### src/rtl/wb_arb.sv
// Writeback arbiter: merges pipeline writebacks and a 2-deep queue of aux-unit results onto one GRF write port.
// Optional macro WB_ARB_BYPASS_EN lets an aux transfer write straight through when the queue is empty and the port is free.
module wb_arb #(
  parameter int unsigned STARVE_LIMIT = 4
) (
  input  logic        clk,
  input  logic        rst,
  input  logic        pipe_we,
  input  logic [4:0]  pipe_wa,
  input  logic [31:0] pipe_wd,
  input  logic        aux_valid,
  input  logic [4:0]  aux_wa,
  input  logic [31:0] aux_wd,
  output logic        aux_ready,
  output logic        WE,
  output logic [4:0]  WA,
  output logic [31:0] WD,
  output logic        pipe_stall,
  input  logic [4:0]  rs_addr,
  input  logic [4:0]  rt_addr,
  output logic        rs_pending,
  output logic        rt_pending
);

  typedef enum logic [1:0] {IDLE, QUEUED, FORCE} state_e;

  typedef struct packed {
    logic [4:0]  wa;
    logic [31:0] wd;
  } ent_t;

  localparam logic [3:0] LIMIT = 4'(STARVE_LIMIT);

  state_e      state_q, state_d;
  ent_t [1:0]  fifo_q, fifo_d;
  logic [1:0]  count_q, count_d, count_mid;
  logic [3:0]  age_q, age_d;
  logic        aux_fire, bypass, enq, grant_pipe, grant_aux;

  always_ff @(posedge clk) begin
    if (!rst) begin
      state_q <= IDLE;
      fifo_q  <= '0;
      count_q <= '0;
      age_q   <= '0;
    end else begin
      state_q <= state_d;
      fifo_q  <= fifo_d;
      count_q <= count_d;
      age_q   <= age_d;
    end
  end

  // Grant and port drive; the state is registered so stall/ready never depend on inputs.
  always_comb begin
    aux_ready  = ~count_q[1];
    pipe_stall = (state_q == FORCE);
    aux_fire   = aux_valid && aux_ready && (aux_wa != 5'd0);
    grant_pipe = 1'b0;
    grant_aux  = 1'b0;
    case (state_q)
      FORCE:   grant_aux = 1'b1;
      default: begin
        if (pipe_we && (pipe_wa != 5'd0)) grant_pipe = 1'b1;
        else if (count_q != 2'd0)         grant_aux  = 1'b1;
      end
    endcase
`ifdef WB_ARB_BYPASS_EN
    bypass = aux_fire && (count_q == 2'd0) && (state_q != FORCE) && !grant_pipe;
`else
    bypass = 1'b0;
`endif
    enq = aux_fire && !bypass;
    WE  = 1'b0;
    WA  = 5'd0;
    WD  = 32'd0;
    if (rst) begin
      if (grant_pipe) begin
        WE = 1'b1; WA = pipe_wa; WD = pipe_wd;
      end else if (grant_aux) begin
        WE = 1'b1; WA = fifo_q[0].wa; WD = fifo_q[0].wd;
      end else if (bypass) begin
        WE = 1'b1; WA = aux_wa; WD = aux_wd;
      end
    end
  end

  // Queue update: dequeue shifts entry 1 to the head, then the new entry lands behind what remains.
  always_comb begin
    fifo_d    = fifo_q;
    count_mid = count_q - {1'b0, grant_aux};
    if (grant_aux) begin
      fifo_d[0] = fifo_q[1];
      fifo_d[1] = '0;
    end
    if (enq) fifo_d[count_mid[0]] = {aux_wa, aux_wd};
    count_d = count_mid + {1'b0, enq};

    if ((count_q == 2'd0) || grant_aux) age_d = 4'd0;
    else if (age_q < LIMIT)             age_d = age_q + 4'd1;
    else                                age_d = age_q;

    if (count_d == 2'd0)     state_d = IDLE;
    else if (age_d >= LIMIT) state_d = FORCE;
    else                     state_d = QUEUED;
  end

  always_comb begin
    rs_pending = (rs_addr != 5'd0) &&
                 (((count_q != 2'd0) && (fifo_q[0].wa == rs_addr)) ||
                  ((count_q == 2'd2) && (fifo_q[1].wa == rs_addr)));
    rt_pending = (rt_addr != 5'd0) &&
                 (((count_q != 2'd0) && (fifo_q[0].wa == rt_addr)) ||
                  ((count_q == 2'd2) && (fifo_q[1].wa == rt_addr)));
  end

endmodule

### config.mk
export PLATFORM = sky130hd
export DESIGN_NAME = wb_arb
export DESIGN_NICKNAME = d
export VERILOG_FILES = /design/src/rtl/wb_arb.sv
export SDC_FILE = /design/constraint.sdc
export NUM_CORES = 1
export LEC_CHECK = 0
export ABC_AREA = 1
export CORE_ASPECT_RATIO = 0.6
export CORE_MARGIN = 4
export CORE_UTILIZATION = 35
export CTS_BUF_LIST = sky130_fd_sc_hd__clkbuf_8
export DETAILED_ROUTE_END_ITERATION = 8
export PLACE_DENSITY_LB_ADDON = 0.12
export SYNTH_ARGS = -nofsm -noshare
export SYNTH_HDL_FRONTEND = slang
export SYNTH_SLANG_ARGS = --single-unit
export TNS_END_PERCENT = 1
### constraint.sdc
create_clock -name clk -period 2.45 [get_ports clk]
set_input_delay 0.49 -clock clk [delete_from_list [all_inputs] [get_ports clk]]
set_output_delay 0.49 -clock clk [all_outputs]
set_load 0.02 [all_outputs]
After elaboration in Yosys (flattened, before gate mapping)
Cells that the tools add are included.
- add/sub/neg operators: 3
- $lt $le $gt $ge: 4
- equal/unequal tests: 6
- muxes and demuxes: 22
- bitwise operators: 2
- reduce and logical (&&, ||, !) cells: 21
- operators by type and width (kind ; number):
    $mux W74 ; 2
    $mux W32 ; 3
    $bwmux W74 ; 1
    $demux W37 S1 ; 1
    $mux W37 ; 1
    $eq A5 B5 Y1 ; 4
    $reduce_bool A5 Y1 ; 4
    $mux W5 ; 3
    $logic_and A1 B1 Y1 ; 10
    $mux W1 ; 8
    $mux W4 ; 2
    $add A4 B1 Y4 const B ; 1
    $eq A2 B2 Y1 const B ; 2
    $ge A4 B3 Y1 const B ; 1
    $logic_not A2 Y1 ; 2
    $lt A4 B3 Y1 const B ; 1
    $logic_or A1 B1 Y1 ; 3
    $add A2 B1 Y2 ; 1
    $lt A1 B2 Y1 const B ; 1
    $mux W2 ; 1
    $not A1 Y1 ; 2
    $reduce_bool A2 Y1 ; 1
    $reduce_or A2 Y1 ; 1
    $sub A2 B1 Y2 ; 1
    $ge A1 B1 Y1 const B ; 1
- register bits after elaboration: 82
- logic and storage cells: 65

Logic depth before layout (Yosys ltp)
- depth after elaboration: 11
- depth in mapped cells: 15
- depth with buffers taken out: 14

Worst setup path before layout
OpenSTA, ideal clock, no wires.
- kind: input port to flip-flop
- from: in pipe_wa[1]
- to: reg fifo_q[42] in the netlist's numbering
- setup time: 0.120 ns
- arrival: 2.111 ns
- required time: 2.330 ns
- path slack: 0.219 ns
- stages on the path: 11
- path buffers: 2
- cell sequence: nor2_1 > nand3_1 > nand2_2 > nand2_2 > inv_2 > buf_2 > ha_1 > nand3b_1 > nand2_1 > clkbuf_2 > o21ai_1
- longest elaborated chain between the ends: 11
- elaborated cells between the ends (all ways): 13
- those cells by class: 1 x add/sub; 2 x order compare; 7 x mux; 3 x reduce/logical
- RTL lines (item ; line ; RTL):
    from (decl) ; 9 ; input logic [4:0] pipe_wa,
    $reduce_bool A5 Y1 * ; 64 ; if (pipe_we && (pipe_wa != 5'd0)) grant_pipe = 1'b1;
    $logic_and A1 B1 Y1 * ; 64 ;
    $mux W1 * ; 64 ;
    $mux W1 * ; 61 ; case (state_q)
    $sub A2 B1 Y2 ; 91 ; count_mid = count_q - {1'b0, grant_aux};
    $lt A1 B2 Y1 (implied by the code) / $ge A1 B1 Y1 (equally long branches) ; 96 ; if (enq) fifo_d[count_mid[0]] = {aux_wa, aux_wd};
    $logic_and A1 B1 Y1 (implied by the code) ; 96 ;
    $mux W37 (implied by the code) ; 96 ;
    $demux W37 S1 ; 96 ;
    $bwmux W74 ; 96 ;
    $mux W74 * ; 96 ;
    to (signal assigned) ; 48 ; fifo_q <= fifo_d;
    to (decl) ; 35 ; ent_t [1:0] fifo_q, fifo_d;
Every way passes the cells marked *; elsewhere a longest branch is shown, timed or not.
A chain may end at the register's enable or synchronous reset.

Worst setup path in the final report
- from: in pipe_wa[1]
- to: out WD[3]
- longest elaborated chain between the ends: 7
- elaborated cells between the ends (all ways): 9
- those cells by class: 7 x mux; 2 x reduce/logical
- RTL lines (item ; line ; RTL):
    $reduce_bool A5 Y1 * ; 64 ;
    $logic_and A1 B1 Y1 * ; 64 ;
    $mux W1 ; 64 ;
    $mux W1 ; 61 ;
    $mux W32 ; 80 ; end else if (grant_aux) begin
    $mux W32 * ; 78 ; if (grant_pipe) begin
    $mux W32 * ; 77 ; if (rst) begin
    to (decl) ; 17 ; output logic [31:0] WD,
Marked as above.

==> flow_metrics.env <==
export IMPL_synth_xor_area_share_pct=0.3795
export IMPL_drv_slew=0
export IMPL_antenna_found_initial=0
export IMPL_grt_pass1_wl_mm=24.67
export IMPL_synth_cells=750
export IMPL_maxSlewHeadroom_pct=46.87
export IMPL_cp_arrival_ns=1.94
export IMPL_max_clock_freq_mhz=410.9
export IMPL_final_area_um2=6528
export IMPL_post_synth_cell_area_avg_um2=6.154
export IMPL_diodes=0
export IMPL_clock_sinks=82
export IMPL_drtIter0Drc=384
export IMPL_drive_gt1_share_pct=14.82
export IMPL_rsz0062_at_grt="true"
export IMPL_grt_ovfl_total=0
export IMPL_rows=32
export IMPL_startpoint_type="input pin"
export IMPL_crit_type="input pin to primary output"
export IMPL_synthTopCellsByArea="dfxtp_1 (36%), nand2_1 (17%), nand3_1 (13%)"
export IMPL_ir_worst_vdd_mv=0.4000
export IMPL_hold_viol=0
export IMPL_die_h_um=96.95
export IMPL_cts_root_buf="clkbuf_8"
export IMPL_synth_area_um2=4616
export IMPL_period_needed_ns=2.433
export IMPL_power_switching_share_pct=42.96
export IMPL_die_area_um2=15150
export IMPL_wl_mm=15.83
export IMPL_coreArea_um2=12850
export IMPL_reg2regPathDepth=13
export IMPL_num_io_pins=130
export IMPL_p_int_mw=3.172
export IMPL_tightest_slew_ns=0.7969
export IMPL_timing_rr_end="fifo_q[48]"
export IMPL_grt_usage_pct=19.57
export IMPL_gp_congestion=0.8039
export IMPL_grt_pass1_vias=4885
export IMPL_setup_violations_final=0
export IMPL_synth_top_cell_area_share_pct=35.57
export IMPL_endpoint="WD[3]"
export IMPL_fin_nets=963
export IMPL_ys_seq_area_share_pct=35.57
export IMPL_cap_violations=0
export IMPL_first_pass_iters=5
export IMPL_nFillCells=1259
export IMPL_synth_nets=841
export IMPL_port_buffers=129
export IMPL_routed_via_density=5.045
export IMPL_syn_to_final_growth_pct=41.42
export IMPL_synth_top_cell_by_area="dfxtp_1"
export IMPL_cts_hold_buffers=0
export IMPL_vias=5282
export IMPL_cts_tree="built"
export IMPL_finalPower_mw=5.561
export IMPL_p_switching_mw=2.389
export IMPL_start_util_pct=35.91
export IMPL_drtAntennaViolNets=0
export IMPL_cts_made_buffers=9
export IMPL_outcome="finished, final reports clean"
export IMPL_clk_pin_slew_ns=0.08
export IMPL_clockBufferDepth=2
export IMPL_timing_setup_tns_ns=0
export IMPL_synthSimpleGateAreaFrac_pct=34.21
export IMPL_htreeDepth=3
export IMPL_synth_most_common_cell="nand2_1"
export IMPL_reg2reg_slack_ns=0.22
export IMPL_grt_max_degree=79
export IMPL_crit_fanout=10
export IMPL_final_setup_worst_slack_ns=0.01654
export IMPL_avgRoutedWirePerCell_um=15.12
export IMPL_die_width_um=156.3
export IMPL_yosysWarnings=0
export IMPL_cellPowerDensity_nw_per_um2=851.9
export IMPL_drc=0
export IMPL_place_ws_ns=-0.4475
export IMPL_fin_util_pct=50.79
export IMPL_synth_compound_area_share_pct=14.77
export IMPL_p_leak_nw=3.049
export IMPL_synth_enable_flop_cells=0
export IMPL_synth_top_family_by_area="simple AND/OR/NAND/NOR gates"
export IMPL_ys_seq_elements=82
export IMPL_cp_startpoint="pipe_wa[1]"
export IMPL_worst_clock_skew_ns=0.01213
export IMPL_power_frac_clock_pct=16.2
export IMPL_crit_required_ns=1.96
export IMPL_ys_types=26
export IMPL_synth_main_ff_cell="dfxtp_1"
export IMPL_ys_async_sr_fraction_pct=0
export IMPL_worst_setup_path_end_kind="primary output"
export IMPL_r2r_start="state_q[1]"
export IMPL_synthMuxAreaShare_pct=0
export IMPL_clk_latency_ns=0.36
export IMPL_power_frac_comb_pct=47.7
export IMPL_min_period_over_period_pct=99.32
export IMPL_netlist_top_cells_count="nand2_1 (204), nand3_1 (124), inv_1 (107), dfxtp_1 (82)"
export IMPL_synthAdderAreaFrac_pct=0.8132
export IMPL_power_frac_seq_pct=36.1
export IMPL_hold_path_class="flip-flop to flip-flop"
export IMPL_dpl_cell_area_um2=6170
export IMPL_detailed_place_hpwl_mm=10.47
## routing by layer
metal	vias up	global-route usage (%)	part of all wire, %
met5	-	0	0
met4	0	4.000	0.90
met3	17	4.157	6.4
met2	184	29.84	44
met1	2456	28.43	49
li1	2625	-	-
## cells in the final DEF (no fill, tap or decap), drive strengths merged
master / n
a21oi: 44
xor2: 1
buf: 66
clkinv: 4
dlygate4sd2: 2
or2: 1
nor2: 30
ha: 3
nand3b: 1
nand4: 1
o22ai: 9
clkbuf: 13
nand3: 124
clkinvlp: 2
o21ai: 81
dfxtp: 82
inv: 113
xnor2: 1
clkdlybuf4s50: 83
nor3: 5
nand2: 206
clkdlybuf4s15: 1
dlymetal6s2s: 4
## final cells by class
class                           count  area [um2]  area share [%]
Clock inverter                      7       46.29          0.7092
Inverter                          112       430.4           6.594
Multi-Input combinational cell    507        2441           37.40
Tap cell                          170       212.7           3.259
Clock buffer                        9       123.9           1.898
Sequential cell                    82        1642           25.15
Timing Repair Buffer              160        1632           25.00
## repair_timing
action / 4_1_cts / 5_1_grt
gates resized for setup: 154 / 88
endpoints found under the setup margin: 40 / 77
pin swaps: 0 / 4
cloned: 0 / 5
buffers inserted: 0 / 1
## power groups by stage
stage,registers [mW],clock network (mW),logic (mW)
after floorplan,1.94,0,1.60
after global placement,2.03,0,2.36
after detailed placement,2.04,0,2.42
after CTS,2.01,0.918,2.38
after global routing,2.05,0.964,2.96
final,2.01,0.899,2.65
## metrics by stage
step | hold slack, ns | std cells
6_report | 0.4584 | 1047
5_1_grt | 0.4791 | 1047
4_1_cts | 0.4615 | 1041
3_5_place_dp | 0.4481 | 1025
3_3_place_gp | 0.4416 | 1025
2_1_floorplan | 0.4304 | 750
## logic make-up (layout without fill, tap and decap cells)
logic type / after synthesis / count (layout)
fa+ha+maj: 3 / 3
compound gates: 134 / 134
flops: 82 / 82
buf+inv: 161 / 288
xor+xnor: 2 / 2
simple gates: 368 / 368
## critical path, stage by stage
cell	delay [ns]
clkdlybuf4s50_1	0.42
nor2_1	0.11
nand3_1	0.10
nand2_2	0.13
nand2_4	0.08
inv_8	0.09
clkbuf_16	0.16
nand2_1	0.07
a21oi_1	0.13
buf_4	0.16
## state kept, by name (all words and copies together) (netlist names)
| name | cells |
|---|---|
| state_q | 2 |
| fifo_q | 74 |
| age_q | 4 |
| count_q | 2 |
## worst min-delay path by stage
stage                     from          to  slack, ns  depth (start not counted)
floorplan             age_q[3]    age_q[3]       0.43                          2
global placement      age_q[3]    age_q[3]       0.44                          2
detailed placement    age_q[3]    age_q[3]       0.45                          2
CTS                   age_q[3]    age_q[3]       0.46                          2
global route        fifo_q[55]  fifo_q[55]       0.48                          2
finish                age_q[3]    age_q[3]       0.46                          2
(Power assumes the default switching activity.)
